File: src/rtl/tt_um_vstehle_xform_pipe.sv
// Registered, mode-selectable byte transform for the tile slot (invert/pass/xor-acc/add-acc).
// Latency: DEPTH advancing edges from ui_in sample to uo_out, including the sampling edge.
// Backpressure: hold (uio_in[2]) freezes pipe/acc/fill count; ena=0 freezes state, zeroes outputs.
//
// Ports:
//   clk, rst_n      single rising-edge clock, asynchronous active-low reset
//   ena             design enable; low forces outputs to 0 and freezes state
//   ui_in           data input, sampled on every advancing edge
//   uio_in          [1:0] mode, [2] hold, [3] clear, [7:4] unused
//   uo_out          last pipeline stage data
//   uio_out         [7] valid, [6] carry sticky, [5:4] mode tag of uo_out, [3:0] zero
//   uio_oe          high nibble driven while enabled
module tt_um_vstehle_xform_pipe #(
    parameter int WIDTH = 8,
    parameter int DEPTH = 2
) (
    input  logic             clk,
    input  logic             rst_n,
    input  logic             ena,
    input  logic [WIDTH-1:0] ui_in,
    input  logic [7:0]       uio_in,
    output logic [WIDTH-1:0] uo_out,
    output logic [7:0]       uio_out,
    output logic [7:0]       uio_oe
);

    localparam int CW = $clog2(DEPTH + 1);
    localparam logic [CW-1:0] FULL = CW'(DEPTH);

    logic [1:0]       mode;
    logic             hold;
    logic             clear;
    logic             advance;
    logic             acc_mode;
    logic [WIDTH:0]   sum;
    logic [WIDTH-1:0] stage0;

    logic [WIDTH-1:0] pipe_dat [DEPTH];
    logic [1:0]       pipe_tag [DEPTH];
    logic [WIDTH-1:0] acc;
    logic             sticky;
    logic [CW-1:0]    fill_cnt;
    logic             valid;

    // Upper control nibble has no function.
    logic unused_ok;
    assign unused_ok = &{1'b0, uio_in[7:4]};

    assign mode     = uio_in[1:0];
    assign hold     = uio_in[2];
    assign clear    = uio_in[3];
    assign advance  = ena & ~hold;
    assign acc_mode = mode[1];

    // One extra bit so the carry-out of the wrap-around add is visible.
    assign sum = {1'b0, acc} + {1'b0, ui_in};

    always_comb begin
        stage0 = '0;
        unique case (mode)
            2'b00: stage0 = ~ui_in;
            2'b01: stage0 = ui_in;
            2'b10: stage0 = acc ^ ui_in;
            2'b11: stage0 = sum[WIDTH-1:0];
            default: stage0 = '0;
        endcase
        // Clearing in an accumulating mode restarts the stream from zero.
        if (clear && acc_mode) begin
            stage0 = '0;
        end
    end

    always_ff @(posedge clk or negedge rst_n) begin
        if (!rst_n) begin
            for (int i = 0; i < DEPTH; i++) begin
                pipe_dat[i] <= '0;
                pipe_tag[i] <= '0;
            end
            acc      <= '0;
            sticky   <= 1'b0;
            fill_cnt <= '0;
        end else if (ena) begin
            if (advance) begin
                pipe_dat[0] <= stage0;
                pipe_tag[0] <= mode;
                for (int i = 1; i < DEPTH; i++) begin
                    pipe_dat[i] <= pipe_dat[i-1];
                    pipe_tag[i] <= pipe_tag[i-1];
                end
                if (fill_cnt != FULL) begin
                    fill_cnt <= fill_cnt + 1'b1;
                end
            end
            // Clear wins over hold for the accumulator and sticky flag.
            if (clear) begin
                acc    <= '0;
                sticky <= 1'b0;
            end else if (advance && acc_mode) begin
                acc <= stage0;
                if (mode == 2'b11 && sum[WIDTH]) begin
                    sticky <= 1'b1;
                end
            end
        end else begin
            // Disabling drops validity; the pipe contents themselves are kept.
            fill_cnt <= '0;
        end
    end

    assign valid   = (fill_cnt == FULL);
    assign uo_out  = ena ? pipe_dat[DEPTH-1] : '0;
    assign uio_out = ena ? {valid, sticky, pipe_tag[DEPTH-1], 4'b0000} : 8'h00;
    assign uio_oe  = ena ? 8'hF0 : 8'h00;

endmodule

File: config.mk
export PLATFORM = sky130hd
export DESIGN_NAME = tt_um_vstehle_xform_pipe
export DESIGN_NICKNAME = d
export VERILOG_FILES = /design/src/rtl/tt_um_vstehle_xform_pipe.sv
export SDC_FILE = /design/constraint.sdc
export NUM_CORES = 1
export LEC_CHECK = 0
export ABC_CLOCK_PERIOD_IN_PS = 3600
export CORE_ASPECT_RATIO = 0.5
export CORE_MARGIN = 2
export CORE_UTILIZATION = 40
export CTS_BUF_LIST = sky130_fd_sc_hd__clkbuf_8
export CTS_CLUSTER_DIAMETER = 80
export CTS_CLUSTER_SIZE = 14
export DETAILED_ROUTE_END_ITERATION = 8
export HOLD_SLACK_MARGIN = 0.08
export PLACE_DENSITY = 0.73
export SYNTH_ARGS = -nofsm -noshare
export SYNTH_HDL_FRONTEND = slang
export SYNTH_SLANG_ARGS = --single-unit
File: constraint.sdc
create_clock -name clk -period 3.6 [get_ports clk]
set_input_delay 0.9 -clock clk [delete_from_list [all_inputs] [get_ports clk]]
set_output_delay 0.9 -clock clk [all_outputs]
set_load 0.01 [all_outputs]
==> results of run 1 <==
## cells in the final DEF (no fill, tap or decap), drive strengths merged, types with 3 or more instances in the layout
cell / instances
a211oi: 3
a21o: 3
a21oi: 6
a31oi: 3
a32oi: 3
and2: 12
buf: 6
clkbuf: 6
clkdlybuf4s50: 30
conb: 8
dfrtp: 31
ha: 9
inv: 9
nand2: 51
nand2b: 3
nor2: 7
o21ai: 15
o22ai: 5
or3: 4
xnor2: 3
xor2: 7
## cell usage after synthesis, types with 4 or more instances
cell and count:
o21ai_0 7, inv_1 9, clkbuf_1 9, o22ai_1 4
ha_1 9, o21ai_1 8, nor2_1 7, and2_1 12
nand2_1 51, or3_1 4, xor2_1 7, a21oi_1 6
buf_4 12, dfrtp_1 31
## kinds of logic (layout without fill, tap and decap cells)
logic type / Yosys count / after routing / share of synthesized area
and+or+nand+nor: 86 / 86 / 0.201
DFF: 31 / 31 / 0.393
buffers and inverters: 33 / 52 / 0.0869
adders and majority gates: 10 / 10 / 0.0673
AOI/OAI and AO/OA: 56 / 56 / 0.201
other: 1 / 8 / 0.00190
muxes: 1 / 1 / 0.00508
xor gates and xnor gates: 10 / 10 / 0.0444
## per-stage QoR
step | std cells | hold WS [ns] | setup WS [ns] | area, um2 | total power, uW
finish | 320 | 0.467 | 0.383 | 2380 | 989
global route | 320 | 0.493 | 0.301 | 2380 | 1060
CTS | 320 | 0.470 | 0.373 | 2380 | 996
detailed placement | 313 | 0.455 | 0.374 | 2290 | 724
global placement | 313 | 0.450 | 0.389 | 2290 | 712
floorplan | 235 | 0.438 | 1.16 | 2000 | 629
## worst max-delay path, cell delays in order
cell             delay, ns
clkdlybuf4s50_1       0.45
buf_4                 0.26
and2_1                0.17
clkdlybuf4s50_1       0.53
## final timing paths
kind                                         startpoint                 endpoint  cells after the start
worst max-delay path                                ena               uio_out[5]                      4
worst min-delay path            pipe_dat[0]$_DFFE_PN0P_  pipe_dat[0]$_DFFE_PN0P_                      2
worst max register to register       acc[0]$_DFFE_PN0P_       acc[6]$_DFFE_PN0P_                      7
worst min register to register  pipe_dat[0]$_DFFE_PN0P_  pipe_dat[0]$_DFFE_PN0P_                      2
max in group asynchronous                         rst_n  pipe_dat[6]$_DFFE_PN0P_                      2
min in group asynchronous                         rst_n       acc[2]$_DFFE_PN0P_                      2
## power by group
part	internal [uW]	switching, uW
clock	150	121
sequential	401	31.3
combinational	135	151
## cell type report
cell class	instances	share of cell area
Inverter	9	0.0142
Clock inverter	1	0.00211
Sequential cell	31	0.326
Tap cell	66	0.0348
Multi-Input combinational cell	171	0.442
Timing Repair Buffer	36	0.145
Clock buffer	6	0.0348
## routing by layer
| layer | vias up | global-route usage | routed length (um) |
|---|---|---|---|
| li1 | 815 | - | - |
| met1 | 764 | 0.224 | 2000 |
| met2 | 54 | 0.263 | 1810 |
| met3 | 7 | 0.0610 | 375 |
| met4 | 0 | 0.0855 | 80 |
| met5 | - | 0 | 0 |
## sequential cells by signal (all words and copies together) (netlist names)
name / count
pipe_dat: 16
acc: 8
pipe_tag: 4
fill_cnt: 2
sticky: 1
==> results.cfg, run 1 <==
[die]
die_h_um = 53.6
rows = 17
initial_core_util = 0.431
die_x_um = 103
die-area_um2 = 5540
io_pins = 43
core_area_um2 = 4570

[yosys]
ys_ff_latch = 31
synth_flop_cell = dfrtp_1
synthesis.area_um2 = 1970
avgSynthCellArea_um2 = 8.65
synth_top_area_share = 0.393
synth.area.top_cells = dfrtp_1 (39%), nand2_1 (9.7%), ha_1 (5.7%)
postSynthCellCount = 228
synth-edff-count = 0
synth-seq-area-share = 0.393
synth_top_area_cell = dfrtp_1
async_flop_share = 1.00
ys_types = 47
ys_warn_count = 0

[layout]
nNetsFinal = 283
antennaDiodeCount = 0
fill_cells = 426
drive_gt1_frac = 0.0709
area_delta_synth_final_pct = 20.5
multi_input_area_um2 = 1050
register_area_um2 = 776
finish.utilization = 0.520

[timing]
setup_tns_ns = 0
finalCritPeriodShare = 0.894
clock.fmax_mhz = 311
slew_headroom = 0.586
finalSetupViolations = 0
hold_violations = 0
fin_worst_skew_ns = 0.00395
min_period_ns = 3.22
worst_pin_slew_ns = 0.619
slew_viol_final = 0
rsz0062_at_grt = false

[clock_network]
cts_setup_buffers = 0
cts_max_path_buffers = 2
cts_tree = done
cts_resized = 0
clock_sink_count = 31
insertion_delay_ns = 0.28
cts_buffers = 5
clock-root-buffer = clkbuf_8
cts.clk_slew.worst_paths_ns = 0.06
htreeDepth = 2
hold_buffers = 0

[run]
maxCapViolations = 0

[drt]
drt-vias-per-instance = 5.13
wl_mm = 4.26
antenna_left = 0
route.detailed.drc = 0
drtPass1Iterations = 4
vias = 1640
wire_per_inst_um = 13.3
drt_iter0_drc = 118

[power_and_ir_drop]
ir_drop_mv = 0.163
p_per_area_nw_per_um2 = 416
leakage_uw = 0.00108

[outcome]
outcome = finished, final reports clean

[global_routing]
grt_overflow = 0
grt_antenna_before_repair = 0
grt_max_degree = 32
grt_pass1_wl_mm = 7.17
grt_use_total = 0.173
grt_pass1_vias = 1544

[placement]
globalplace.congestion = 0.916
portBuffers = 30
dp_hpwl_mm = 3.13

[setup_path]
r2r_setup_slack_ns = 1.30
crit_type = input pin to primary output
cp-end-kind = primary output
crit_path_max_fanout = 28
crit_required_ns = 2.70
crit_arrival_ns = 2.32
cp-start-kind = input pin

[worst_hold_path]
hold_class = register to register
Power figures use the tool's default switching activity.
==> inputs of run 2 (changes only) <==
--- a/config.mk
+++ b/config.mk
@@ -13,7 +13,7 @@
 export CTS_CLUSTER_DIAMETER = 80
 export CTS_CLUSTER_SIZE = 14
 export DETAILED_ROUTE_END_ITERATION = 8
-export HOLD_SLACK_MARGIN = 0.08
+export HOLD_SLACK_MARGIN = 0.06
 export PLACE_DENSITY = 0.73
 export SYNTH_ARGS = -nofsm -noshare
 export SYNTH_HDL_FRONTEND = slang
==> results of run 2 <==
The final DEF is identical to that of run 1; final timing and power are the same.
==> inputs of run 3 (changes only) <==
--- a/config.mk
+++ b/config.mk
@@ -6,6 +6,8 @@
 export NUM_CORES = 1
 export LEC_CHECK = 0
 export ABC_CLOCK_PERIOD_IN_PS = 3600
+export CELL_PAD_IN_SITES_DETAIL_PLACEMENT = 1
+export CELL_PAD_IN_SITES_GLOBAL_PLACEMENT = 1
 export CORE_ASPECT_RATIO = 0.5
 export CORE_MARGIN = 2
 export CORE_UTILIZATION = 40
@@ -14,7 +16,7 @@
 export CTS_CLUSTER_SIZE = 14
 export DETAILED_ROUTE_END_ITERATION = 8
 export HOLD_SLACK_MARGIN = 0.06
-export PLACE_DENSITY = 0.73
+export PLACE_DENSITY = 0.92
 export SYNTH_ARGS = -nofsm -noshare
 export SYNTH_HDL_FRONTEND = slang
 export SYNTH_SLANG_ARGS = --single-unit
==> run 3 against run 2 <==
Combinational power increased by 11%. Cell count increased by 0.94%. Count of clock-buffer cells in the layout unchanged. Sequential share of layout area decreased by 0.61 points. Critical path depth unchanged. Clock power increased by 34%. Register-to-register slack got worse by 0.05 ns. Total power increased by 13%. Die area unchanged. Global-route usage increased by 8.5 points. Critical path type unchanged.
==> results.cfg, run 3 (synthesis results as in run 1) <==
[timing]
hold_violations = 0
slew_viol_final = 0
finalCritPeriodShare = 0.893
clock.fmax_mhz = 311
setup_tns_ns = 0
rsz0062_at_grt = false
worst_hold_slack_ns = 0.475
fin_worst_skew_ns = 0.0138
worst_pin_slew_ns = 0.598
min_period_ns = 3.21
finalSetupViolations = 0
slew_headroom = 0.600

[global_routing]
grt_pass1_vias = 1968
grt_use_total = 0.258
grt_pass1_wl_mm = 10.4
grt_overflow = 0
grt_max_degree = 32
grt_antenna_before_repair = 0

[setup_path]
r2r_setup_slack_ns = 1.25
crit_arrival_ns = 2.31
reg2regPathDepth = 7
crit_type = input pin to primary output
crit_required_ns = 2.70
cp-start-kind = input pin
cp-end-kind = primary output
crit_path_max_fanout = 23

[clock_network]
cts_resized = 0
htreeDepth = 2
clock_sink_count = 31
insertion_delay_ns = 0.29
hold_buffers = 0
cts_buffers = 5
cts_tree = done
cts_max_path_buffers = 2
cts.clk_slew.worst_paths_ns = 0.06
cts_setup_buffers = 0
clock-root-buffer = clkbuf_8

[layout]
nNetsFinal = 285
largest_reg_flops = 16
final_cell_area_um2 = 2420
antennaDiodeCount = 0
layout_common_cells = nand2_1 (51), dfrtp_1 (31), clkdlybuf4s50_1 (30)
area_delta_synth_final_pct = 22.8
drive_gt1_frac = 0.0817
largestRegisters = pipe_dat x16, acc x8, pipe_tag x4
regMostFlops = pipe_dat
final_common_cell = nand2_1

[power_and_ir_drop]
p_per_area_nw_per_um2 = 464
design_power_total_uw = 1120
ir_drop_mv = 0.168
leakage_uw = 0.00111

[drt]
drt_iter0_drc = 97
drt-vias-per-instance = 5.68
antenna_left = 0
route.detailed.drc = 0
wl_mm = 6.46
wire_per_inst_um = 20.0
drtPass1Iterations = 5
vias = 1834

[die]
core_area_um2 = 4570
die_x_um = 103
die-area_um2 = 5540
initial_core_util = 0.431
die_h_um = 53.6
io_pins = 43
rows = 17

[run]
maxCapViolations = 0

[worst_hold_path]
hold_class = register to register
hold-path-cell-count = 2

[placement]
globalplace.congestion = 0.886
portBuffers = 30
dp_hpwl_mm = 4.18
post_dp_cell_area_um2 = 2300

[outcome]
outcome = finished, final reports clean
==> run 3: path summary, 6_finish.rpt <==
path                                         start                       to
max                                            ena               uio_out[6]
min                        pipe_dat[7]$_DFFE_PN0P_  pipe_dat[7]$_DFFE_PN0P_
max reg2reg                     acc[0]$_DFFE_PN0P_       acc[6]$_DFFE_PN0P_
min reg2reg                pipe_dat[7]$_DFFE_PN0P_  pipe_dat[7]$_DFFE_PN0P_
max in group asynchronous                    rst_n  pipe_dat[4]$_DFFE_PN0P_
min in group asynchronous                    rst_n       sticky$_DFFE_PN0P_
==> run 3: power breakdown <==
group	internal [uW]	leakage, uW	total, uW	switching [uW]
Clock	224	0.0000612	364	140
Combinational	137	0.000647	318	180
Sequential	401	0.000398	441	40.3
==> run 3: critical path: stages <==
cell and delay (ns):
clkdlybuf4s50_1 0.47, buf_4 0.24, and2_1 0.16, clkdlybuf4s50_1 0.53
==> run 3: stage by stage <==
step                      setup slack (ns)  utilization  instances
final                                0.385        0.529        323
after global placement               0.430        0.504        315
after floorplan                       1.16            -        235
after CTS                            0.384        0.529        323
after detailed placement             0.246        0.504        315
after global routing                 0.343        0.529        323
==> run 3: cell type report <==
type                            count  area [um2]
Timing Repair Buffer               38         360
Sequential cell                    31         776
Clock inverter                      2        35.0
Clock buffer                        6        82.6
Inverter                            9        33.8
Multi-Input combinational cell    171        1050
Tap cell                           66        82.6
Fill cell                         550        2150
==> run 3: layer usage <==
layer | routed length (um) | track usage
met3 | 481 | 0.0623
met4 | 255 | 0.136
met1 | 2670 | 0.303
met2 | 3050 | 0.450
met5 | 0 | 0
